**config.mk**
```make
export PLATFORM = sky130hd
export DESIGN_NAME = mult_sched
export DESIGN_NICKNAME = d
export VERILOG_FILES = /design/src/rtl/mult_sched.sv
export SDC_FILE = /design/constraint.sdc
export NUM_CORES = 1
export LEC_CHECK = 0
export CAP_MARGIN = 20
export CORE_ASPECT_RATIO = 0.5
export CORE_MARGIN = 8
export CORE_UTILIZATION = 42
export CTS_CLUSTER_DIAMETER = 40
export DETAILED_ROUTE_END_ITERATION = 12
export GPL_TIMING_DRIVEN = 0
export PLACE_DENSITY_LB_ADDON = 0.2
export SYNTH_ARGS = -nofsm -noshare
export SYNTH_HDL_FRONTEND = slang
export SYNTH_SLANG_ARGS = --single-unit
```
**constraint.sdc**
```tcl
create_clock -name clk -period 2.6 [get_ports clk]
set_input_delay 0.39 -clock clk [delete_from_list [all_inputs] [get_ports clk]]
set_output_delay 0.39 -clock clk [all_outputs]
set_load 0.02 [all_outputs]
```
**src/rtl/mult_sched.sv**
```systemverilog
// Round-robin front end for one shared sequential 32x32 multiplier.
// Grants one of two ports, clears and runs the multiplier, then returns the product.
module mult_sched #(
  parameter int ITER_CYCLES = 33
) (
  input  logic        clk,
  input  logic        rst_n,
  input  logic        req0,
  input  logic        req1,
  input  logic [31:0] a0,
  input  logic [31:0] b0,
  input  logic [31:0] a1,
  input  logic [31:0] b1,
  output logic        gnt0,
  output logic        gnt1,
  output logic        done0,
  output logic        done1,
  output logic [31:0] hi,
  output logic [31:0] lo,
  output logic        zero,
  output logic        busy,
  output logic [31:0] m_a,
  output logic [31:0] m_b,
  output logic        m_rst_n,
  output logic        m_en,
  input  logic [31:0] m_hi,
  input  logic [31:0] m_lo
);

  typedef enum logic [1:0] {IDLE, LOAD, RUN, DONE} state_t;

  localparam logic [5:0] CNT_LAST = 6'(ITER_CYCLES - 1);

  state_t      r_state;
  logic        r_last, r_win;
  logic        r_gnt0, r_gnt1, r_done0, r_done1;
  logic        r_zero, r_busy, r_m_en;
  logic [31:0] r_hi, r_lo, r_m_a, r_m_b;
  logic [5:0]  r_cnt;
  logic        w_win;

  // Winner: sole requester, or the port not served last when both ask.
  assign w_win = (req0 & req1) ? ~r_last : req1;

  always_ff @(posedge clk or negedge rst_n) begin
    if (!rst_n) begin
      r_state <= IDLE;
      r_last  <= 1'b1;
      r_win   <= 1'b0;
      r_gnt0  <= 1'b0;
      r_gnt1  <= 1'b0;
      r_done0 <= 1'b0;
      r_done1 <= 1'b0;
      r_hi    <= '0;
      r_lo    <= '0;
      r_zero  <= 1'b1;
      r_busy  <= 1'b0;
      r_m_a   <= '0;
      r_m_b   <= '0;
      r_m_en  <= 1'b0;
      r_cnt   <= '0;
    end else begin
      r_gnt0  <= 1'b0;
      r_gnt1  <= 1'b0;
      r_done0 <= 1'b0;
      r_done1 <= 1'b0;
      case (r_state)
        IDLE: begin
          if (req0 | req1) begin
            r_win   <= w_win;
            r_last  <= w_win;
            r_m_a   <= w_win ? a1 : a0;
            r_m_b   <= w_win ? b1 : b0;
            r_gnt0  <= ~w_win;
            r_gnt1  <= w_win;
            r_busy  <= 1'b1;
            r_state <= LOAD;
          end
        end
        LOAD: begin
          r_cnt   <= '0;
          r_m_en  <= 1'b1;
          r_state <= RUN;
        end
        RUN: begin
          if (r_cnt == CNT_LAST) begin
            r_m_en  <= 1'b0;
            r_state <= DONE;
          end else begin
            r_cnt <= r_cnt + 6'd1;
          end
        end
        DONE: begin
          r_hi    <= m_hi;
          r_lo    <= m_lo;
          r_zero  <= ({m_hi, m_lo} == 64'd0);
          r_done0 <= ~r_win;
          r_done1 <= r_win;
          r_busy  <= 1'b0;
          r_state <= IDLE;
        end
        default: r_state <= IDLE;
      endcase
    end
  end

  // Clear follows rst_n directly so the multiplier is held cleared during reset.
  assign m_rst_n = rst_n & (r_state != LOAD);
  assign m_en    = r_m_en;
  assign m_a     = r_m_a;
  assign m_b     = r_m_b;
  assign gnt0    = r_gnt0;
  assign gnt1    = r_gnt1;
  assign done0   = r_done0;
  assign done1   = r_done1;
  assign hi      = r_hi;
  assign lo      = r_lo;
  assign zero    = r_zero;
  assign busy    = r_busy;

endmodule

```
After elaboration in Yosys (flattened, before gate mapping)
Index checks and enable logic that the tools add are counted.
- add/subtract/negate cells: 1
- bitwise gates (word level): 6
- reductions and logical operators: 9
- multiplexer cells: 18
- equal/unequal tests: 8
- operator list (operator ; count):
    $logic_not 64->1 ; 1
    $mux 32 ; 2
    $pmux 6 s2 ; 1
    $reduce_and 2->1 ; 5
    $mux 1 ; 9
    $pmux 2 s4 ; 1
    $add 6x1->6 const B ; 1
    $eq 6x6->1 const B ; 1
    $mux 6 ; 1
    $ne 2x2->1 const B ; 3
    $eq 2x2->1 const B ; 2
    $mux 2 ; 2
    $pmux 1 s2 ; 2
    $reduce_bool 2->1 ; 2
    $not 1->1 ; 3
    $and 1x1->1 ; 2
    $eq 2x1->1 const B ; 1
    $logic_not 2->1 ; 1
    $ne 2x1->1 const B ; 1
    $or 1x1->1 ; 1
- flip-flop bits (word level): 145
- logic and storage cells: 57
- input port bits: 196
- output and inout port bits: 136

Logic depth before layout (Yosys ltp)
- depth after elaboration: 5
- depth in mapped cells: 7
- depth with buffers taken out: 6

Worst setup path after synthesis
OpenSTA, ideal clock, no wires.
- kind: register -> register
- from: register r_cnt[0]
- to: register r_state[1]
- path buffers: 0
- data arrival time: 1.556 ns
- data required time: 2.475 ns
- setup time: 0.125 ns
- slack: 0.920 ns
- stages on the path, launching flop included: 7
- cells stage by stage: dfrtp_1 -> inv_1 -> ha_1 -> nand2_1 -> o41ai_4 -> a21boi_0 -> mux2_2
- word-level cells in the longest chain between the ends: 3
- ends and longest elaborated chain (what ; RTL line ; RTL):
    start: declaration ; 39 ; logic [5:0] r_cnt;
    start signal: assignment ; 90 ; r_cnt <= r_cnt + 6'd1;
    $eq 6x6->1 ; 86 ; if (r_cnt == CNT_LAST) begin
    $ne 2x2->1 (no source line) ; n/a ;
    $reduce_and 2->1 (no source line) ; n/a ;
    end signal: assignment ; 83 ; r_state <= RUN;
    end signal: assignment ; 88 ; r_state <= DONE;
    end signal: assignment ; 100 ; r_state <= IDLE;
    end: declaration ; 34 ; state_t r_state;
No other way between the ends.
A chain may end at the register's enable or synchronous reset.

Worst setup path in the final report
- from: register r_state[1]
- to: output port m_rst_n
- word-level cells in the longest chain between the ends: 2
- ends and longest elaborated chain (what ; RTL line ; RTL):
    start signal: assignment ; 47 ; r_state <= IDLE;
    start signal: assignment ; 77 ; r_state <= LOAD;
    start signal: assignment ; 83 ;
    $ne 2x1->1 ; 108 ; assign m_rst_n = rst_n & (r_state != LOAD);
    $and 1x1->1 ; 108 ;
    end: declaration ; 24 ; output logic m_rst_n,
No other way between the ends.

==> impl_summary.md <==
Route
The number of DRC violations after detailed-routing iteration 0 is 522. The count of nets left with antenna violations once routing finished came out at 0. The mean number of vias per cell is 5.15. The count of unresolved DRC violations after routing is 0. The detailed-route wire length is 21.4 mm. The detail-routed net length per standard cell is 21.3 um. The via count is 5179. The total iterations of the first detailed-routing run is 9.

Pwr
The switching part of the total power is 0.366. After layout, the design draws a total of 13.1 mW. The share of total power in the clock network is 0.199. The maximum vdd drop is 0.712 mV. The power per standard cell area is 1290 nW/um^2.

Of the total power, combinational logic draws 0.497. Summed over all cells, the static leakage comes to 4.44 nW. The share of total power dissipated in sequential elements is 0.304. Internal power comes to 8.34 mW. The reported net switching power is 4.81 mW.

Cells and area
The final net count is 1004. The area growth from synthesis to layout is 70.5%. The fraction of final layout cells sized beyond drive strength 1 is 0.149. The post-route non-filler standard cell count is 1006.

The top cell types in the final layout, fill and taps aside, are sky130_fd_sc_hd__clkdlybuf4s50_1, sky130_fd_sc_hd__dfrtp_1, sky130_fd_sc_hd__inv_1. The share of the core filled with cells is 0.743. The antenna diode instance count is 0. The most common cell after layout, fill and taps aside is sky130_fd_sc_hd__clkdlybuf4s50_1.

Clock tree
The count of hold-fix buffers inserted at cts is 0. The clock reaches the later pin of the worst-skew pair after 0.41 ns. In this run the post-CTS setup repair buffer count came out at 0. The post-cts sizing count is 0. Counting every sink on the clock net gives 145.

In this run the deepest clock path goes through 2 buffers. The total number of H-tree levels is 4. The clock slew seen by the registers of the worst setup and hold paths is 0.06 ns.

TritonCTS built the clock tree. In this run the clock root is driven by a sky130_fd_sc_hd__clkbuf_16. The TritonCTS buffer count is 17.

STA
The final number of max-transition violations is 0. The tightest hold path in the finished design has a slack of -0.0241 ns. Setup repair after global routing left no endpoint under its margin.

The total negative slack for setup checks is 0 ns. The number of hold-slack violations in the final timing report was 8. Subtracting the final worst setup slack from the clock period gives 2.26 ns.

The final cycle utilization of the critical path is 0.868. Setup violations remaining at the end of the flow were counted as 0. Between clock sinks in the finished design, the worst skew comes to 0.0136 ns. The actual slew at the worst max-slew pin is 0.667 ns. Derived from the worst setup path, the maximum achievable clock frequency is 443 MHz.

The headroom to the max-slew limit is 0.555.

Critical path
The endpoint of the most critical register-to-register path is m_b[24]$_DFFE_PN0P_. The startpoint type of the worst setup path is a register. In this run the worst path has a maximum fanout of 6.

Setup slack on the worst reg-to-reg path comes out at 0.48 ns. The setup path with the least slack is of type register to primary output. The worst setup path is captured at a primary output. The data arrival time of the worst path is 1.87 ns. Walking the worst path, the cells encountered are inv_1 -> ha_1 -> nor2b_1 -> clkdlybuf4s50_1. The critical path crosses 4 cells after its start point. The dominant delay contributor by cell family on the critical path is buffers and inverters. The required time of the worst setup path is 2.21 ns. The count of cells along the worst register-to-register path is 7. Counting both buffers and inverters, the worst setup path holds a total of 2.

The startpoint identified for the worst register-to-register timing path is r_state[0]$_DFFE_PN0P_. The slowest stage cell on the critical path is sky130_fd_sc_hd__clkdlybuf4s50_1. The largest single stage delay on the critical path is 0.62 ns.

Outcome
The run finished, with violations left. The final reports fail on negative hold slack.

Global route
The number of antenna violations at the first check in global routing came to 0. For this run, global-route usage on met3 was measured as 0.0689. The first global-routing pass estimated 32.0 mm of wire. Entering global routing, the biggest net connects 80 pins. The peak-usage layer in the global routing report is met2. After global routing the overflow that remains totals 0.

In the global route stage, met2 resource usage came out at 0.406. The total global routing track utilization is 0.223. The via count of the first global-routing pass is 5654. The met1 usage in global routing is 0.252.

Die
The floorplan has 30 rows. The area of the die is 18500 um^2. Pin placement for this block handled 332 I/O pins. The die height is 100 um. The core region is 13700 um^2. In this run the horizontal extent of the chip is 185 um.

The initial utilization of the core area, before any placement, comes to 0.436.

Place
The global placer's final weighted congestion is 0.831. The half-perimeter wire length after placement is 16.6 mm. After detailed placement, the design holds a cell count of 975. The number of port buffers is 331.

Logic synthesis
In this run, synthesis produced a sequential element count of 145. Synthesis handed over a netlist of 451 instances. The synthesized netlist contains 35 unique library cells.

The most instantiated flip-flop cell in the synthesis netlist is sky130_fd_sc_hd__dfrtp_1. The Yosys step of the flow raised 0 warnings. For this run, the register share of the synthesized area comes to 0.608.

The async set-or-reset flop fraction in the synthesized netlist is 1.00. The number of enable flip-flop cells after synthesis is 0. Synthesis produced a netlist with a net count of 653. The total standard cell area after synthesis is 5970 um^2.

Each instance of the synthesized netlist takes up on average 13.2 um^2.

Flow run
The tool flagged a number of max-cap violations equal to 0.

Worst hold path
In this run the worst hold path is classified as primary input to async pin.
registers in the layout (all words and copies together), names as in the netlist:
register / count
hi: 32
lo: 32
m_a: 32
m_b: 32
r_cnt: 6
r_state: 2
busy: 1
done0: 1
done1: 1
gnt0: 1
gnt1: 1
m_en: 1
r_last: 1
r_win: 1
zero: 1
synthesized netlist by cell type (2+ instances only):
cell type / number / area (um^2)
sky130_fd_sc_hd__a21o_1: 3 / 22.5
sky130_fd_sc_hd__a222oi_1: 62 / 621
sky130_fd_sc_hd__and2_1: 2 / 12.5
sky130_fd_sc_hd__buf_2: 13 / 65.1
sky130_fd_sc_hd__buf_6: 6 / 67.6
sky130_fd_sc_hd__clkbuf_1: 10 / 37.5
sky130_fd_sc_hd__dfrtp_1: 143 / 3580
sky130_fd_sc_hd__dfstp_2: 2 / 52.6
sky130_fd_sc_hd__ha_1: 6 / 75.1
sky130_fd_sc_hd__inv_1: 71 / 267
sky130_fd_sc_hd__mux2_2: 65 / 732
sky130_fd_sc_hd__mux2i_1: 4 / 40.0
sky130_fd_sc_hd__nand2_1: 7 / 26.3
sky130_fd_sc_hd__nand2b_1: 3 / 18.8
sky130_fd_sc_hd__nand3_1: 2 / 10.0
sky130_fd_sc_hd__nand4_1: 4 / 25.0
sky130_fd_sc_hd__nor2_1: 5 / 18.8
sky130_fd_sc_hd__nor2b_1: 2 / 12.5
sky130_fd_sc_hd__nor3_1: 2 / 10.0
sky130_fd_sc_hd__nor4_1: 15 / 93.8
sky130_fd_sc_hd__o21ai_0: 8 / 40.0
sky130_fd_sc_hd__o22ai_1: 3 / 18.8
layer usage:
layer / wire length, um / vias to the layer above / part of all wire
met5: 0 / - / 0
li1: - / 2389 / -
met2: 11300 / 209 / 0.53
met1: 8040 / 2567 / 0.38
met3: 1880 / 14 / 0.088
met4: 225 / 0 / 0.011
power groups by stage:
stage / registers (mW) / clock network (mW) / logic, mW
3_3_place_gp: 3.95 / 0 / 6.49
5_1_grt: 4.13 / 2.74 / 6.95
6_report: 3.99 / 2.61 / 6.54
3_5_place_dp: 4.01 / 0 / 6.59
4_1_cts: 3.99 / 2.65 / 6.63
2_1_floorplan: 5.25 / 0 / 2.16
cells by family after synthesis:
logic type	Yosys count	synth area share
adders and majority gates	6	0.0126
DFF	145	0.608
buffers and inverters	100	0.0732
AOI/OAI and AO/OA	84	0.131
muxes	69	0.129
xor gates and xnor gates	1	0.00147
and+or+nand+nor	46	0.0442
worst max-delay path by stage:
stage	slack, ns	to	startpoint
global placement	-4.86	m_a[1]$_DFFE_PN0P_	rst_n
CTS	0.32	m_rst_n	r_state[1]$_DFFE_PN0P_
finish	0.34	m_rst_n	r_state[1]$_DFFE_PN0P_
detailed placement	0.09	m_a[16]$_DFFE_PN0P_	req0
floorplan	0.92	r_state[1]$_DFFE_PN0P_	r_cnt[0]$_DFFE_PN0P_
global route	0.24	m_a[16]$_DFFE_PN0P_	r_state[0]$_DFFE_PN0P_
area by class of cell:
| class | instances | area (um^2) |
|---|---|---|
| Clock inverter | 12 | 183 |
| Buffer | 29 | 170 |
| Inverter | 71 | 267 |
| Fill cell | 932 | 3520 |
| Sequential cell | 145 | 3630 |
| Timing Repair Buffer | 332 | 3340 |
| Clock buffer | 19 | 443 |
| Tap cell | 192 | 240 |
| Multi-Input combinational cell | 206 | 1900 |
per-stage QoR:
stage	setup WS (ns)	cell area, um^2
finish	0.344	10200
floorplan	0.920	5970
global route	0.241	10200
global placement	-4.86	9520
CTS	0.321	10200
detailed placement	0.0870	9550
Power figures use the tool's default switching activity.
